$ cat config.mk
export PLATFORM = sky130hd
export DESIGN_NAME = reg_file
export DESIGN_NICKNAME = d
export VERILOG_FILES = /design/src/rtl/reg_file.sv
export SDC_FILE = /design/constraint.sdc
export NUM_CORES = 2
export LEC_CHECK = 0
export ABC_CLOCK_PERIOD_IN_PS = 5800
export CORE_AREA = 2 2 247 432
export DETAILED_ROUTE_END_ITERATION = 12
export DIE_AREA = 0 0 249 434
export HOLD_SLACK_MARGIN = 0.12
export PLACE_DENSITY_LB_ADDON = 0.3
export SKIP_CTS_REPAIR_TIMING = 1
export SLEW_MARGIN = 0
export SYNTH_ARGS = -nofsm -noshare
export SYNTH_HDL_FRONTEND = slang
export SYNTH_SLANG_ARGS = --single-unit
$ cat constraint.sdc
create_clock -name clk -period 5.8 [get_ports clk]
set_clock_uncertainty 0.2 [all_clocks]
set_input_delay 1.16 -clock clk [delete_from_list [all_inputs] [get_ports clk]]
set_output_delay 1.16 -clock clk [all_outputs]
set_load 0.03 [all_outputs]
$ cat src/rtl/reg_file.sv
// rtl/reg_file.sv - architectural register file with busy flags and ROB rename tags
module reg_file #(
  parameter int REG_NUM      = 32,
  parameter int ROB_IDX_SIZE = 4,
  parameter int DATA_SIZE    = 32
) (
  input  logic                    clk,
  input  logic                    rst_in,
  input  logic                    rdy_in,
  input  logic                    roll_back,
  input  logic [4:0]              de_rs1_in,
  input  logic [4:0]              de_rs2_in,
  output logic                    rs1_busy_out,
  output logic                    rs2_busy_out,
  output logic [DATA_SIZE-1:0]    rs1_val_out,
  output logic [DATA_SIZE-1:0]    rs2_val_out,
  output logic [ROB_IDX_SIZE-1:0] rs1_dep_out,
  output logic [ROB_IDX_SIZE-1:0] rs2_dep_out,
  input  logic                    de_rename_en,
  input  logic [4:0]              de_rd_in,
  input  logic [ROB_IDX_SIZE-1:0] de_rob_idx_in,
  input  logic                    rf_in_en,
  input  logic [ROB_IDX_SIZE-1:0] rf_rob_idx_in,
  input  logic [4:0]              rf_dest_in,
  input  logic [DATA_SIZE-1:0]    rf_val_in
);

  logic [DATA_SIZE-1:0]    r_val  [REG_NUM];
  logic [ROB_IDX_SIZE-1:0] r_tag  [REG_NUM];
  logic [REG_NUM-1:0]      r_busy;

  logic [4:0]              w_src  [2];
  logic                    w_busy [2];
  logic [DATA_SIZE-1:0]    w_val  [2];
  logic [ROB_IDX_SIZE-1:0] w_dep  [2];

  logic w_commit;
  logic w_commit_clear;
  logic w_rename;

  assign w_src[0] = de_rs1_in;
  assign w_src[1] = de_rs2_in;

  assign w_commit       = rf_in_en && (rf_dest_in != 5'd0);
  assign w_commit_clear = w_commit && r_busy[rf_dest_in] && (r_tag[rf_dest_in] == rf_rob_idx_in);
  assign w_rename       = de_rename_en && (de_rd_in != 5'd0) && !roll_back;

  // Lookup sees pre-rename state; a matching commit this cycle is forwarded.
  always_comb begin
    for (int p = 0; p < 2; p++) begin
      w_busy[p] = 1'b0;
      w_val[p]  = '0;
      w_dep[p]  = '0;
      if (w_src[p] != 5'd0) begin
        w_dep[p] = r_tag[w_src[p]];
        if (rf_in_en && (rf_dest_in == w_src[p]) && r_busy[w_src[p]] &&
            (rf_rob_idx_in == r_tag[w_src[p]])) begin
          w_busy[p] = 1'b0;
          w_val[p]  = rf_val_in;
        end else begin
          w_busy[p] = r_busy[w_src[p]];
          w_val[p]  = r_val[w_src[p]];
        end
      end
    end
  end

  assign rs1_busy_out = w_busy[0];
  assign rs2_busy_out = w_busy[1];
  assign rs1_val_out  = w_val[0];
  assign rs2_val_out  = w_val[1];
  assign rs1_dep_out  = w_dep[0];
  assign rs2_dep_out  = w_dep[1];

  // Rename is ordered after the commit clear so it wins on the same register.
  always_ff @(posedge clk or negedge rst_in) begin
    if (!rst_in) begin
      r_busy <= '0;
      for (int i = 0; i < REG_NUM; i++) begin
        r_val[i] <= '0;
        r_tag[i] <= '0;
      end
    end else if (rdy_in) begin
      if (w_commit) begin
        r_val[rf_dest_in] <= rf_val_in;
      end
      if (roll_back) begin
        r_busy <= '0;
      end else begin
        if (w_commit_clear) begin
          r_busy[rf_dest_in] <= 1'b0;
        end
        if (w_rename) begin
          r_busy[de_rd_in] <= 1'b1;
          r_tag[de_rd_in]  <= de_rob_idx_in;
        end
      end
    end
  end

endmodule

-- Yosys cells after proc, flatten, opt, wreduce, memory -nomap -nowiden
Index checks and enable logic that the tools add are counted.
- bits in registers: 1184
- output and inout bits: 74
- word-level logic and storage cells: 158
- magnitude comparators: 12
- equal/unequal tests: 5
- multiplexer cells: 46
- bitwise gates (word level): 8
- reductions and logical operators: 22
- operators with widths (kind ; number):
    $bwmux W1024 ; 1
    $mux W32 ; 14
    $bmux W32 S5 ; 2
    $demux W32 S5 ; 1
    $bwmux W128 ; 1
    $bmux W4 S5 ; 3
    $mux W4 ; 9
    $and A32 B32 Y32 ; 1
    $not A32 Y32 ; 1
    $or A32 B32 Y32 ; 1
    $ge A6 B6 Y1 const B ; 4
    $lt A5 B6 Y1 const B ; 4
    $not A5 Y6 ; 4
    $demux W4 S5 ; 1
    $reduce_bool A5 Y1 ; 4
    $bmux W1 S5 ; 3
    $logic_and A1 B1 Y1 ; 15
    $eq A4 B4 Y1 ; 3
    $lt A6 B1 Y1 const B ; 2
    $demux W1 S5 ; 2
    $eq A5 B5 Y1 ; 2
    $ge A5 B1 Y1 const B ; 2
    $mux W1 ; 9
    $reduce_and A3 Y1 ; 1
    3 further kinds ; 3

-- Longest topological paths before layout
- depth after elaboration: 12
- gate-level depth with buffers: 13
- gate-level depth less buffers: 7

-- Worst setup path before layout
No wires, ideal clock.
- path kind: in2out
- start: input de_rs1_in[2]
- end: output rs1_val_out[0]
- arrival time: 4.205 ns
- path slack: 0.235 ns
- stages on the path: 9
- path buffers: 4
- cells stage by stage: clkbuf_1 > clkbuf_1 > clkbuf_1 > mux2i_1 > nor3_1 > or4_1 > a2111oi_4 > buf_6 > mux2i_1
- cells in the longest elaborated chain, start to end: 8
- elaborated cells between the ends (all ways): 17
- ends and longest elaborated chain (element ; line ; text):
    from (decl) ; 11 ; input logic [4:0] de_rs1_in,
    $not A5 Y6 (not written as such) ; 57, 62 ;
    $bmux W4 S5 ; 57 ; (rf_rob_idx_in == r_tag[w_src[p]])) begin
    $mux W4 (not written as such) (2 in a row) ; 57 ;
    $eq A4 B4 Y1 ; 57 ;
    $logic_and A1 B1 Y1 ; 56 ; if (rf_in_en && (rf_dest_in == w_src[p]) && r_busy[w_src[p]] &&
    $mux W32 ; 56 ;
    $mux W32 * ; 54 ; if (w_src[p] != 5'd0) begin
    to (decl) ; 15 ; output logic [DATA_SIZE-1:0] rs1_val_out,
Every way passes the cells marked *; elsewhere a longest branch is shown, timed or not. The select of a mux whose other input is x is not followed.

-- Worst setup path in the final report
- start: input de_rs2_in[0]
- end: output rs2_val_out[0]
- cells in the longest elaborated chain, start to end: 8
- elaborated cells between the ends (all ways): 17
- ends and longest elaborated chain (element ; line ; text):
    from (decl) ; 12 ; input logic [4:0] de_rs2_in,
    $not A5 Y6 (not written as such) ; 57, 62 ;
    $bmux W4 S5 ; 57 ;
    $mux W4 (not written as such) (2 in a row) ; 57 ;
    $eq A4 B4 Y1 ; 57 ;
    $logic_and A1 B1 Y1 ; 56 ;
    $mux W32 ; 56 ;
    $mux W32 * ; 54 ;
    to (decl) ; 16 ; output logic [DATA_SIZE-1:0] rs2_val_out,
Marks and branches as above.

==> run metrics <==
status=finished, final reports clean; drt first-iter violations=between 4000 and 5000; Netlist cell types=63; DPL Wire Length=120000 um; DRT Wirelength=approximately 200000 um; post-route clock period utilization=0.990; area of the die=108000 um^2; wire per inst=around 36 um; clock-pin slew on the worst setup and hold paths=0.07 ns; CTS root buffer=clkbuf_16; TNS Setup=0 ns; initial core utilization=0.628; total number of vias=41921; max cap viols=0; worst vdd ir=about 0.26 mV; net count after synthesis=4226; CTS tree=built; Ys Warns=0; first-pass GRT wire length=299000 um; post-synthesis sequential area ratio=0.453; P&R area growth vs syn=11.7%; leakage=roughly 32 nW; DRT Pass-1 Iters=5; hold crit path type=reg2reg; number of buffers added on ports=~140; largest net degree at the start of global routing=~160; vias in the first global route=44356; DR vias/cell=7.50; GPL Wtd Cong=just over 1; Worst path max stage delay=roughly 0.65 ns; Slew Limit Fails=0; nets=approximately 4200; All-Layer GR Usage=0.384; normalized max-slew margin=0.143; FP Rows=about 160; Crit. End Element=output port; sum of buffers and inverters on the critical path=4; Worst-Skew Late Latency=between 0.7 and 0.8 ns; Die Span Y=434 um; async set-reset flop share out of synthesis=1.00; unrepaired setup endpoints after global routing=false; cell family with most CP delay=compound AO/OA/AOI/OAI gates; Main synth FF type=dfrtp_1; actual slew at the worst max-slew pin=between 1 and 1.5 ns; Congestion Overflow GR=0; power density over the cells=between 200 and 300 nW/um^2; syn avg cell area=roughly 16 um^2; H-tree depth=3; Fmax=0.174 GHz; clk sink count=around 1200; critical path's slowest cell=o41ai_1; die width=249 um; Ports=140; Cell Area, Placed=69400 um^2; CP required=4.44 ns; Post-synth EDFFs=0; Detail Route Antenna Nets=0; crit path kind=in2out; post-synthesis register bit count=1184; fraction of layout cells with a size suffix above 1=0.571; final setup fails=0; Core ar.=approximately 100000 um^2; final instance area=73100 um^2; Critical Path Source Type=input pin; CP Data Arrival Time=4.38 ns; total CTS buffers=106; initial antenna violation count=4; final hold vios=0; synthesized area=65500 um^2; CP cell instances=buf_8 -> mux4_2 -> a22o_1 -> a31oi_1 -> a21o_1 -> o2111ai_4 -> buf_4 -> o41ai_1 -> buf_4 -> a21oi_1 -> buf_12; clock tree buffer depth=3; Synth Instances=4160; critical-path maximum fanout=29; Tmin final=5.74 ns; Worst path most repeated cell=buf_4; Residual DRC=0
-- area by class of cell --
type	count	area [um^2]
fillers	6738	31200
clock buffers	156	3230
well taps	1351	1690
inverters	7	33.8
flip-flops and latches	1184	29600
diodes	2	5.00
clock inverters	40	440
multi-input cells	2493	34100
repair buffers	354	3930
-- synthesized netlist by cell type (6+ instances only) --
master    count  area (um^2)
mux2i_1      96          961
nand2_1     136          510
a21oi_1      37          185
o41ai_1      17          149
mux4_2      749        16900
nor3_1        9         45.0
a31oi_1       9         56.3
nand4_1      10         62.6
o311ai_1      6         52.6
nor2b_1       7         43.8
mux4_1        8          210
xnor2_1       8         70.1
and3_1        7         43.8
a22oi_1      31          233
xor2_1        9         78.8
buf_1        57          214
mux2_2     1152        13000
o31ai_1      16          120
buf_4         8         60.1
nor2_1       60          225
o21ai_0       6         30.0
dfrtp_1    1184        29600
nor3b_1       8         60.1
nand3_1      21          105
buf_2        61          305
nand3b_1      8         60.1
clkbuf_1    340         1280
o211a_1      15          150
buf_6         7         78.8
o311ai_0      9         78.8
nor4_1        6         37.5
-- path summary, 6_finish.rpt --
kind | from | end | slack, ns | cells after the start
max | de_rs2_in[0] | rs2_val_out[0] | 0.06 | 11
min | r_val[1007]$_DFFE_PN0P_ | r_val[1007]$_DFFE_PN0P_ | 0.20 | 0
max reg2reg | r_tag[9]$_DFFE_PN0P_ | r_busy[1]$_DFFE_PN0P_ | 2.41 | 8
min reg2reg | r_val[1007]$_DFFE_PN0P_ | r_val[1007]$_DFFE_PN0P_ | 0.20 | 0
max in group asynchronous | rst_in | r_tag[69]$_DFFE_PN0P_ | 3.67 | 2
min in group asynchronous | rst_in | r_val[432]$_DFFE_PN0P_ | 0.27 | 1
-- report_power, final --
| part | internal, mW | total [mW] | switching, mW | leakage, nW |
|---|---|---|---|---|
| clock | 4.17 | 7.46 | 3.29 | 1.81 |
| combinational | 2.50 | 4.36 | 1.86 | 14.5 |
| sequential | 9.26 | 10.1 | 0.803 | 15.8 |
-- per-stage QoR --
| step | util | hold WS (ns) | instances | total power [mW] | worst slack, ns |
|---|---|---|---|---|---|
| 2_1_floorplan | - | 0.241 | 4160 | 12.9 | 0.235 |
| 3_3_place_gp | 0.665 | 0.176 | 5389 | 14.3 | 0.0577 |
| 3_5_place_dp | 0.665 | 0.184 | 5389 | 14.5 | 0.0417 |
| 4_1_cts | 0.701 | 0.199 | 5585 | 21.9 | 0.0409 |
| 5_1_grt | 0.701 | 0.205 | 5586 | 22.6 | 0.0241 |
| 6_report | 0.701 | 0.197 | 5587 | 21.9 | 0.0599 |
-- logic make-up (layout without fill, tap and decap cells) --
group | after synthesis | after routing | synth area share
muxes | 2006 | 2006 | 0.474
other | 0 | 2 | 0
and+or+nand+nor | 305 | 305 | 0.0219
xor gates and xnor gates | 17 | 17 | 0.00227
buffers and inverters | 483 | 557 | 0.0303
DFF | 1184 | 1184 | 0.453
AOI/OAI and AO/OA | 165 | 165 | 0.0189
-- placed cells by master (no fill, tap or decap), types with 21 or more instances in the layout --
cell type        synthesis  layout
nand2_1                136     128
clkbuf_16                0     110
clkinv_2                 0      24
clkbuf_8                 0      30
nor2_1                  60      36
mux4_2                 749     749
a22oi_1                 31      31
nand3_1                 21      21
buf_12                   0      86
clkdlybuf4s50_1          0      62
nor2_4                   0      24
a21oi_1                 37      37
mux2i_1                 96      95
buf_4                    8     195
dfrtp_1               1184    1184
mux2_2                1152    1152
-- layer usage --
| layer | global-route usage | up-vias | routed length [um] | part of all wire |
|---|---|---|---|---|
| li1 | - | 16254 | - | - |
| met1 | 0.463 | 22648 | 69100 | 0.34 |
| met2 | 0.638 | 2262 | 101000 | 0.50 |
| met3 | 0.0757 | 753 | 15900 | 0.079 |
| met4 | 0.251 | 4 | 15700 | 0.078 |
| met5 | 0 | - | 28 | 0.00014 |
-- sequential cells by signal (all words and copies together) (netlist names) --
register	flops
r_tag	128
r_val	1024
r_busy	32
No activity file was read; power rests on OpenSTA's default activity.
